`src/rtl/rc4_pkg.sv`:
```
// Shared RC4 types: byte type, decryptor state encoding and
// the plaintext character bounds.
package rc4_pkg;

  typedef logic [7:0] byte_t;

  localparam byte_t CHAR_SPACE = 8'h20;
  localparam byte_t CHAR_A     = 8'h61;
  localparam byte_t CHAR_Z     = 8'h7A;

  typedef enum logic [3:0] {
    IDLE,
    INC_I,
    SEND_I,
    WAIT_I,
    COMP_J,
    SEND_J,
    WAIT_J,
    SWAP_I,
    SWAP_J,
    SEND_F,
    WAIT_F,
    XOR_WR,
    NEXT,
    DONE
  } dec_state_e;

endpackage

```
`src/rtl/fsm_decryptor.sv`:
```
// RC4 PRGA/decrypt stage: keystream from the shuffled S RAM,
// XOR with the encrypted ROM, plaintext check for key search.
module fsm_decryptor
  import rc4_pkg::*;
#(
  parameter int MSG_LEN     = 32,
  parameter bit EARLY_ABORT = 1'b1
) (
  input  logic       clk,
  input  logic       rst_n,
  input  logic       In_Start,
  input  logic       Finish_ack,
  input  logic [7:0] q,
  input  logic [7:0] rom_q,
  output logic [7:0] Address,
  output logic [7:0] data,
  output logic       wren,
  output logic [7:0] rom_addr,
  output logic [7:0] dec_addr,
  output logic [7:0] dec_data,
  output logic       dec_wren,
  output logic       Start_ack,
  output logic       Decrypt_Finish,
  output logic       Msg_Valid
);

  localparam byte_t K_LAST = byte_t'(MSG_LEN - 1);

  function automatic logic is_valid_char(byte_t c);
    return (c == CHAR_SPACE) || ((c >= CHAR_A) && (c <= CHAR_Z));
  endfunction

  dec_state_e state_q, state_d;
  byte_t i_q, i_d;
  byte_t j_q, j_d;
  byte_t k_q, k_d;
  byte_t si_q, si_d;
  byte_t sj_q, sj_d;
  byte_t addr_q, addr_d;
  byte_t data_q, data_d;
  byte_t rom_addr_q, rom_addr_d;
  byte_t dec_addr_q, dec_addr_d;
  byte_t dec_data_q, dec_data_d;
  logic  ack_q, ack_d;
  logic  valid_q, valid_d;
  logic  abort_q, abort_d;
  byte_t plain;

  assign plain = q ^ rom_q;

  always_ff @(posedge clk or negedge rst_n) begin
    if (!rst_n) begin
      state_q    <= IDLE;
      i_q        <= '0;
      j_q        <= '0;
      k_q        <= '0;
      si_q       <= '0;
      sj_q       <= '0;
      addr_q     <= '0;
      data_q     <= '0;
      rom_addr_q <= '0;
      dec_addr_q <= '0;
      dec_data_q <= '0;
      ack_q      <= 1'b0;
      valid_q    <= 1'b0;
      abort_q    <= 1'b0;
    end else begin
      state_q    <= state_d;
      i_q        <= i_d;
      j_q        <= j_d;
      k_q        <= k_d;
      si_q       <= si_d;
      sj_q       <= sj_d;
      addr_q     <= addr_d;
      data_q     <= data_d;
      rom_addr_q <= rom_addr_d;
      dec_addr_q <= dec_addr_d;
      dec_data_q <= dec_data_d;
      ack_q      <= ack_d;
      valid_q    <= valid_d;
      abort_q    <= abort_d;
    end
  end

  always_comb begin
    state_d    = state_q;
    i_d        = i_q;
    j_d        = j_q;
    k_d        = k_q;
    si_d       = si_q;
    sj_d       = sj_q;
    addr_d     = addr_q;
    data_d     = data_q;
    rom_addr_d = rom_addr_q;
    dec_addr_d = dec_addr_q;
    dec_data_d = dec_data_q;
    ack_d      = 1'b0;
    valid_d    = valid_q;
    abort_d    = abort_q;
    unique case (state_q)
      IDLE: begin
        if (In_Start) begin
          ack_d   = 1'b1;
          i_d     = '0;
          j_d     = '0;
          k_d     = '0;
          valid_d = 1'b1;
          abort_d = 1'b0;
          state_d = INC_I;
        end
      end
      INC_I: begin
        i_d     = i_q + 8'd1;
        state_d = SEND_I;
      end
      SEND_I: begin
        addr_d  = i_q;
        state_d = WAIT_I;
      end
      WAIT_I: state_d = COMP_J;
      COMP_J: begin
        si_d    = q;
        j_d     = j_q + q;
        state_d = SEND_J;
      end
      SEND_J: begin
        addr_d     = j_q;
        rom_addr_d = k_q;
        state_d    = WAIT_J;
      end
      WAIT_J: state_d = SWAP_I;
      // Write strobes trail these states by one cycle so they
      // line up with the registered address/data.
      SWAP_I: begin
        sj_d    = q;
        addr_d  = i_q;
        data_d  = q;
        state_d = SWAP_J;
      end
      SWAP_J: begin
        addr_d  = j_q;
        data_d  = si_q;
        state_d = SEND_F;
      end
      SEND_F: begin
        addr_d  = si_q + sj_q;
        state_d = WAIT_F;
      end
      WAIT_F: state_d = XOR_WR;
      XOR_WR: begin
        dec_addr_d = k_q;
        dec_data_d = plain;
        if (!is_valid_char(plain)) begin
          valid_d = 1'b0;
          abort_d = EARLY_ABORT;
        end
        state_d = NEXT;
      end
      NEXT: begin
        if ((k_q == K_LAST) || abort_q) begin
          state_d = DONE;
        end else begin
          k_d     = k_q + 8'd1;
          state_d = INC_I;
        end
      end
      DONE: begin
        if (Finish_ack) state_d = IDLE;
      end
      default: state_d = IDLE;
    endcase
  end

  assign Address        = addr_q;
  assign data           = data_q;
  assign wren           = (state_q == SWAP_J) || (state_q == SEND_F);
  assign rom_addr       = rom_addr_q;
  assign dec_addr       = dec_addr_q;
  assign dec_data       = dec_data_q;
  assign dec_wren       = (state_q == NEXT);
  assign Start_ack      = ack_q;
  assign Decrypt_Finish = (state_q == DONE);
  assign Msg_Valid      = valid_q;

endmodule
```
`config.mk`:
```
export PLATFORM = sky130hd
export DESIGN_NAME = fsm_decryptor
export DESIGN_NICKNAME = d
export VERILOG_FILES = /design/src/rtl/rc4_pkg.sv /design/src/rtl/fsm_decryptor.sv
export SDC_FILE = /design/constraint.sdc
export NUM_CORES = 1
export LEC_CHECK = 0
export BUFFER_PORTS_ARGS = -buffer_cell sky130_fd_sc_hd__buf_4
export CAP_MARGIN = 5
export CORE_MARGIN = 10
export CORE_UTILIZATION = 58
export DETAILED_ROUTE_END_ITERATION = 16
export GPL_TIMING_DRIVEN = 0
export PLACE_DENSITY = 0.92
export RECOVER_POWER = 50
export SYNTH_ARGS = -nofsm -noshare
export SYNTH_HDL_FRONTEND = slang
export SYNTH_SLANG_ARGS = --single-unit
```
`constraint.sdc`:
```
create_clock -name clk -period 2.2 [get_ports clk]
set_input_delay 0.22 -clock clk [delete_from_list [all_inputs] [get_ports clk]]
set_output_delay 0.22 -clock clk [all_outputs]
set_load 0.02 [all_outputs]
```
==> impl_results.md, run 1 <==
* Diode count at 0
* Count of flip-flops with a built-in enable after synthesis at 0
* Synth Register Bits at 87
* Vias in the first global route at 3930
* Leakage Power at 2.50 nW
* Post-DP HPWL at 8790 um
* Hold path startpoint: q[6]
* Net Count, Synth at around 490
* Detail Route Antenna Nets at 0
* Signed area change from the synthesized netlist to the final layout at 17.4%
* Die area at around 12000 sq um
* First-pass GRT wire length at 19800 um
* Endpoint of the worst hold path: sj_q[6]$_DFFE_PN0P_
* Sequential element share of the synthesized area at 0.473
* Critical Path Start Type: flop
* Number of violations reported at the end of detailed-routing iteration 0 at roughly 240
* Worst r2r path cells at 7
* Number of warning messages in the yosys log at 0
* Status: finished, violations left
* Largest vdd supply drop at 1.25 mV
* Final std cell area, no fill at 5400 sq um
* WHS Path Cells at 2
* Post-detailed-route wirelength per cell at 19.1 um
* Final Hold Fails at 0
* DRC violations left at 0
* Setup violations, final at 0
* Total length of routed wires at 12200 um
* Most used cells in the layout excluding fill and tap cells: 87 x sky130_fd_sc_hd__dfrtp_1, 70 x sky130_fd_sc_hd__nand2_1, 48 x sky130_fd_sc_hd__buf_4, 29 x sky130_fd_sc_hd__o21ai_0, 27 x sky130_fd_sc_hd__clkbuf_1
* Cell with the largest stage delay on the worst path: sky130_fd_sc_hd__dfrtp_1
* Clock period minus worst slack at 2.15 ns
* Clk root buf: sky130_fd_sc_hd__clkbuf_8
* Relative slew slack at -0.415
* Critical R2R Capture: i_q[3]$_DFFE_PN0P_
* Final clock period utilization by the worst path at 0.980
* Largest net degree at the start of global routing at 88
* Instance area after placement at 5200 sq um
* Failing checks: max-capacitance violations, max-slew violations
* Core Box Area at 7730 sq um
* Power density over the cells at between 1500 and 2000 nW/um^2
* Setup repair after global routing missed its margin: true
* Slowest Stage Delay on Critical Path at around 0.45 ns
* Number of buffers inserted by port buffering at 63
* Number of placement rows at 32
* Antenna violations before repair at 0
* Class of the tightest hold or removal check: input pin to flop
* Effective utilization at floorplan at 0.595
* Crit Path Max Fanout at 10
* Num ports at 65
* Post-layout nets at 569
* Critical path class: flop to flop
* Avg Synthesized Cell Area at 10.1 sq um
* Commonest register cell after synthesis: sky130_fd_sc_hd__dfrtp_1
* Clock latency at the later pin of the worst-skew pair at about 0.37 ns
* Clock tree sinks at 87
* CTS tree: done
* Minimum setup slack among reg-to-reg paths at 0.05 ns
* Share of synthesized registers carrying an async set or reset at 1.00
* Worst reg2reg path startpoint: state_q[0]$_DFFE_PN0P_
* Gate count of the mapped netlist at 454
* Cells after DPL at 619
* Vias after detailed routing at 3901
* Worst path required time at 2.45 ns
* Number of cells in the finished layout apart from fillers at 638
* Post-route clock skew at 0.0109 ns
* Cell Chain, Critical Path: buf_2 -> nor2_1 -> nand3_2 -> inv_2 -> nor2_1 -> o21ai_0 -> o21ai_0
* Number of different library cells in the post-synthesis netlist at 61
* Clock input transition at the sequential cells of the worst setup and hold paths at around 0.09 ns
* DIE HEIGHT at 109 um
* H-Tree Depth at 3
* Max-slew violations at between 80 and 90
* Hold buffer count at CTS at 0
* Filler instances at 588
* All-layer global routing usage at 0.210
* Maximum clock frequency at 464 MHz
* Slew at the pin closest to its max-slew limit at 2.12 ns
* Netlist area before placement at around 4600 sq um
* Drt first pass iters at 5
* Avg Vias per Cell at roughly 6
* Most frequent standard cell in the layout excluding fill and tap cells: sky130_fd_sc_hd__dfrtp_1
* Maximum Capacitance Violations at 1
* Clock buffer depth at 2
* Gr ovfl total at 0
* Data arrival, critical path at 2.41 ns
* Global placer's final weighted congestion at 0.911
* Cts bufs inserted at 9
* Final worst hold slack at 0.140 ns
* Width of the die at roughly 110 um
* Ratio of cells with drive above 1 in the final layout at 0.211
* Total power draw at 8.47 mW
* Worst setup EP type: flop
[through the flow]
step / utilization / setup TNS [ns] / setup WS [ns]
finish: 0.699 / 0 / 0.0451
CTS: 0.705 / 0 / 0.0284
floorplan: - / 0 / 0.252
global route: 0.699 / -0.0186 / -0.0120
detailed placement: 0.673 / -0.0854 / -0.0854
global placement: 0.673 / 0 / 0.0233
[layer usage]
| metal | up-vias | routed length [um] | track usage |
|---|---|---|---|
| met3 | 41 | 817 | 0.0484 |
| met4 | 0 | 401 | 0.108 |
| met5 | - | 0 | 0 |
| li1 | 1786 | - | - |
| met1 | 1909 | 4880 | 0.247 |
| met2 | 165 | 6110 | 0.352 |
[cells in the mapped netlist (all sizes together), types with 6 or more instances]
| master | count | area [sq um] |
|---|---|---|
| dfrtp | 87 | 2180 |
| xor2 | 10 | 87.6 |
| nor3 | 6 | 35.0 |
| a22oi | 12 | 90.1 |
| nor2 | 29 | 116 |
| a21oi | 17 | 85.1 |
| nand3 | 15 | 80.1 |
| mux2 | 25 | 282 |
| ha | 16 | 200 |
| clkbuf | 7 | 26.3 |
| a31oi | 6 | 37.5 |
| nand4 | 8 | 50.1 |
| xnor2 | 15 | 131 |
| inv | 6 | 22.5 |
| nand2 | 71 | 269 |
| nor3b | 7 | 52.6 |
| mux2i | 7 | 70.1 |
| o21ai | 29 | 145 |
| a21o | 6 | 45.0 |
| buf | 14 | 80.1 |
[critical path, delay by kind of cell, from the launching register on]
kind | cells | cell delay [ns]
AOI/OAI and AO/OA | 2 | 0.28
buffers and inverters | 2 | 0.54
DFF | 1 | 0.45
and+or+nand+nor | 3 | 0.76
[logic make-up after synthesis]
| kind of cell | synth area share |
|---|---|
| flip-flops | 0.473 |
| AO/OA/AOI/OAI | 0.154 |
| buffers and inverters | 0.0280 |
| XOR/XNOR | 0.0476 |
| AND/OR/NAND/NOR | 0.168 |
| multiplexers | 0.0765 |
| adder cells (fa/ha/maj) | 0.0522 |
[worst max-delay path by stage]
stage,startpoint,end,cells past startpoint
floorplan,si_q[0]$_DFFE_PN0P_,Address[6]$_DFFE_PN0P_,7
global placement,si_q[0]$_DFFE_PN0P_,Address[6]$_DFFE_PN0P_,7
detailed placement,si_q[0]$_DFFE_PN0P_,Address[6]$_DFFE_PN0P_,7
CTS,si_q[0]$_DFFE_PN0P_,Address[6]$_DFFE_PN0P_,7
global route,state_q[0]$_DFFE_PN0P_,i_q[3]$_DFFE_PN0P_,7
finish,state_q[0]$_DFFE_PN0P_,i_q[3]$_DFFE_PN0P_,7
[timing repair]
item                       in CTS  in global routing
setup endpoints to repair       1                  6
resized for setup               2                  4
buffers inserted                1                  2
pin swaps                       1                  4
[power breakdown]
group,internal (mW),switching [mW],total [mW]
Clock,0.676,0.616,1.29
Sequential,2.28,0.553,2.84
Combinational,1.80,2.54,4.34
[final cells by class]
cell class	count	area, sq um	area share
buffer	21	106	0.0197
multi-input combinational	340	2320	0.429
inverter	6	22.5	0.00417
tap	102	128	0.0236
clock buffer	10	138	0.0255
timing repair buffer	66	418	0.0774
sequential	87	2180	0.403
clock inverter	6	92.6	0.0171
(Power assumes the default switching activity.)
==> run 2, diff against run 1 <==
--- a/config.mk
+++ b/config.mk
@@ -11,7 +11,7 @@
 export CORE_UTILIZATION = 58
 export DETAILED_ROUTE_END_ITERATION = 16
 export GPL_TIMING_DRIVEN = 0
-export PLACE_DENSITY = 0.92
+export PLACE_DENSITY = 0.84
 export RECOVER_POWER = 50
 export SYNTH_ARGS = -nofsm -noshare
 export SYNTH_HDL_FRONTEND = slang
==> run 2 against run 1 <==
Core utilization shrank 0.65 points. The flow still finishes with violations (max-capacitance violations, max-slew violations). Via count decreased by 1.3%. Highest routed layer unchanged. Critical endpoint is now Address[6]$_DFFE_PN0P_. Clock power shrank 9%. Non-clock buffer count down 2. Sequential share of layout area is 0.38 points higher. Power is 2.9% lower. Die area stayed put.
==> impl_results.md, run 2 (same netlist as run 1, synthesis figures left out) <==
* Status: finished, violations left
* Failing checks: max-capacitance violations, max-slew violations
* First-pass GRT wire length at 19100 um
* Largest vdd supply drop at 0.745 mV
* Signed area change from the synthesized netlist to the final layout at 16.4%
* Cell with the largest stage delay on the worst path: sky130_fd_sc_hd__dfrtp_1
* Most used cells in the layout excluding fill and tap cells: 87 x sky130_fd_sc_hd__dfrtp_1, 70 x sky130_fd_sc_hd__nand2_1, 44 x sky130_fd_sc_hd__buf_4, 29 x sky130_fd_sc_hd__clkbuf_1, 29 x sky130_fd_sc_hd__o21ai_0
* Total length of routed wires at 11900 um
* Worst r2r path cells at 7
* DRC violations left at 0
* Num ports at 65
* Global placer's final weighted congestion at 0.915
* DIE HEIGHT at 109 um
* Sequential standard cell area at 2180 sq um
* Crit Path Max Fanout at 3
* Hold path startpoint: q[6]
* Relative slew slack at -0.401
* Clock input transition at the sequential cells of the worst setup and hold paths at 0.10 ns
* H-Tree Depth at 3
* Number of placement rows at 32
* Critical Path Start Type: flop
* Hold buffer count at CTS at 0
* Cts bufs inserted at 9
* Minimum setup slack among reg-to-reg paths at around 0.046 ns
* Slowest Stage Delay on Critical Path at between 0.4 and 0.5 ns
* Vias after detailed routing at approximately 3.8k
* Worst setup EP type: flop
* Final Hold Fails at 0
* Post-layout nets at approximately 570
* Worst path bufs/invs at 0
* Gr ovfl total at 0
* Width of the die at ~110 um
* CTS tree: done
* Antenna violations before repair at 0
* Most frequent standard cell in the layout excluding fill and tap cells: sky130_fd_sc_hd__dfrtp_1
* Instance area after placement at between 5000 and 6000 sq um
* Clock buffer depth at 2
* Clock tree sinks at 87
* Cell Chain, Critical Path: ha_2 -> fa_2 -> a211oi_2 -> nor2_1 -> nor4b_2 -> o21ai_0 -> a41oi_1
* Post-route clock skew at 0.0110 ns
* Cells after DPL at between 600 and 700
* Delay-heaviest family, CP: compound AO/OA/AOI/OAI gates
* Number of violations reported at the end of detailed-routing iteration 0 at 262
* Worst reg2reg path startpoint: si_q[0]$_DFFE_PN0P_
* Final std cell area, no fill at 5350 sq um
* Number of buffers inserted by port buffering at 63
* Total power draw at 8.23 mW
* Slew at the pin closest to its max-slew limit at around 2.1 ns
* Drt first pass iters at 5
* Avg Vias per Cell at between 6 and 7
* Vias in the first global route at 3814
* Data arrival, critical path at 2.44 ns
* Maximum Capacitance Violations at 1
* Maximum clock frequency at ~460 MHz
* Max-slew violations at approximately 90
* Die area at 11900 sq um
* All-layer global routing usage at 0.201
* Critical path class: flop to flop
* Diode count at 0
* Largest net degree at the start of global routing at 88
* Post-DP HPWL at 8530 um
* Final clock period utilization by the worst path at 0.979
* WHS Path Cells at 2
* Ratio of cells with drive above 1 in the final layout at 0.206
* Setup violations, final at 0
* Area of combinational cells with multiple inputs at 2310 sq um
* Number of cells in the finished layout apart from fillers at 636
* Critical R2R Capture: Address[6]$_DFFE_PN0P_
* Endpoint of the worst hold path: sj_q[6]$_DFFE_PN0P_
* Final core utilization at 0.692
* Minimum setup slack after placement at -0.0507 ns
* Detail Route Antenna Nets at 0
* Post-layout worst setup margin at 0.0460 ns
* Clock period minus worst slack at 2.15 ns
* Post-detailed-route wirelength per cell at 18.6 um
* Filler instances at 600
* Class of the tightest hold or removal check: input pin to flop
* Leakage Power at 2.47 nW
* Worst path required time at 2.48 ns
* Clk root buf: sky130_fd_sc_hd__clkbuf_8
* Core Box Area at 7730 sq um
* Clock latency at the later pin of the worst-skew pair at 0.37 ns
* Effective utilization at floorplan at 0.595
* Power density over the cells at 1540 nW/um^2
-- run 2: cell types whose count changed in the layout (fill, tap and decap cells not counted), sizes merged --
cell	before	now
buf	59	55
bufinv	2	1
clkbuf	38	40
clkinv	1	3
clkinvlp	2	1
-- run 2: layer usage --
layer	global-route usage	vias to the layer above	share of wire
li1	-	1797	-
met1	0.250	1869	0.42
met2	0.337	157	0.50
met3	0.0372	26	0.067
met4	0.0819	0	0.017
met5	0	-	0
-- run 2: cell type report --
type | count | area share
plain buffers | 21 | 0.0199
clock buffers | 10 | 0.0257
clock inverters | 6 | 0.0129
inverters | 6 | 0.00421
multi-input cells | 340 | 0.433
flip-flops and latches | 87 | 0.407
well taps | 102 | 0.0239
repair buffers | 64 | 0.0739
-- run 2: timing repair --
action                     CTS  global route
setup endpoints to repair    1             6
pin swaps                    0             1
gates resized for setup      1             5
setup buffers                0             1
cloned                       0             0
-- run 2: how the worst max path moves through the flow --
| stage | startpoint | to | depth (start not counted) |
|---|---|---|---|
| global placement | si_q[0]$_DFFE_PN0P_ | Address[6]$_DFFE_PN0P_ | 7 |
| finish | si_q[0]$_DFFE_PN0P_ | Address[6]$_DFFE_PN0P_ | 7 |
| global route | state_q[2]$_DFFE_PN0P_ | j_q[6]$_DFFE_PN0P_ | 6 |
| detailed placement | si_q[0]$_DFFE_PN0P_ | Address[6]$_DFFE_PN0P_ | 7 |
| floorplan | si_q[0]$_DFFE_PN0P_ | Address[6]$_DFFE_PN0P_ | 7 |
| CTS | si_q[0]$_DFFE_PN0P_ | Address[6]$_DFFE_PN0P_ | 7 |
-- run 2: stage by stage --
stage	TNS [ns]	hold WS, ns
global placement	0	0.452
floorplan	0	-0.0756
detailed placement	-0.0507	0.457
CTS	0	0.0971
finish	0	0.132
global route	-0.0393	0.138
-- run 2: power breakdown --
part | leakage (nW) | switching [mW] | internal, mW | total [mW]
combinational | 1.26 | 2.48 | 1.75 | 4.23
sequential | 1.10 | 0.545 | 2.28 | 2.83
clock | 0.103 | 0.606 | 0.562 | 1.17
total | 2.47 | 3.63 | 4.59 | 8.23
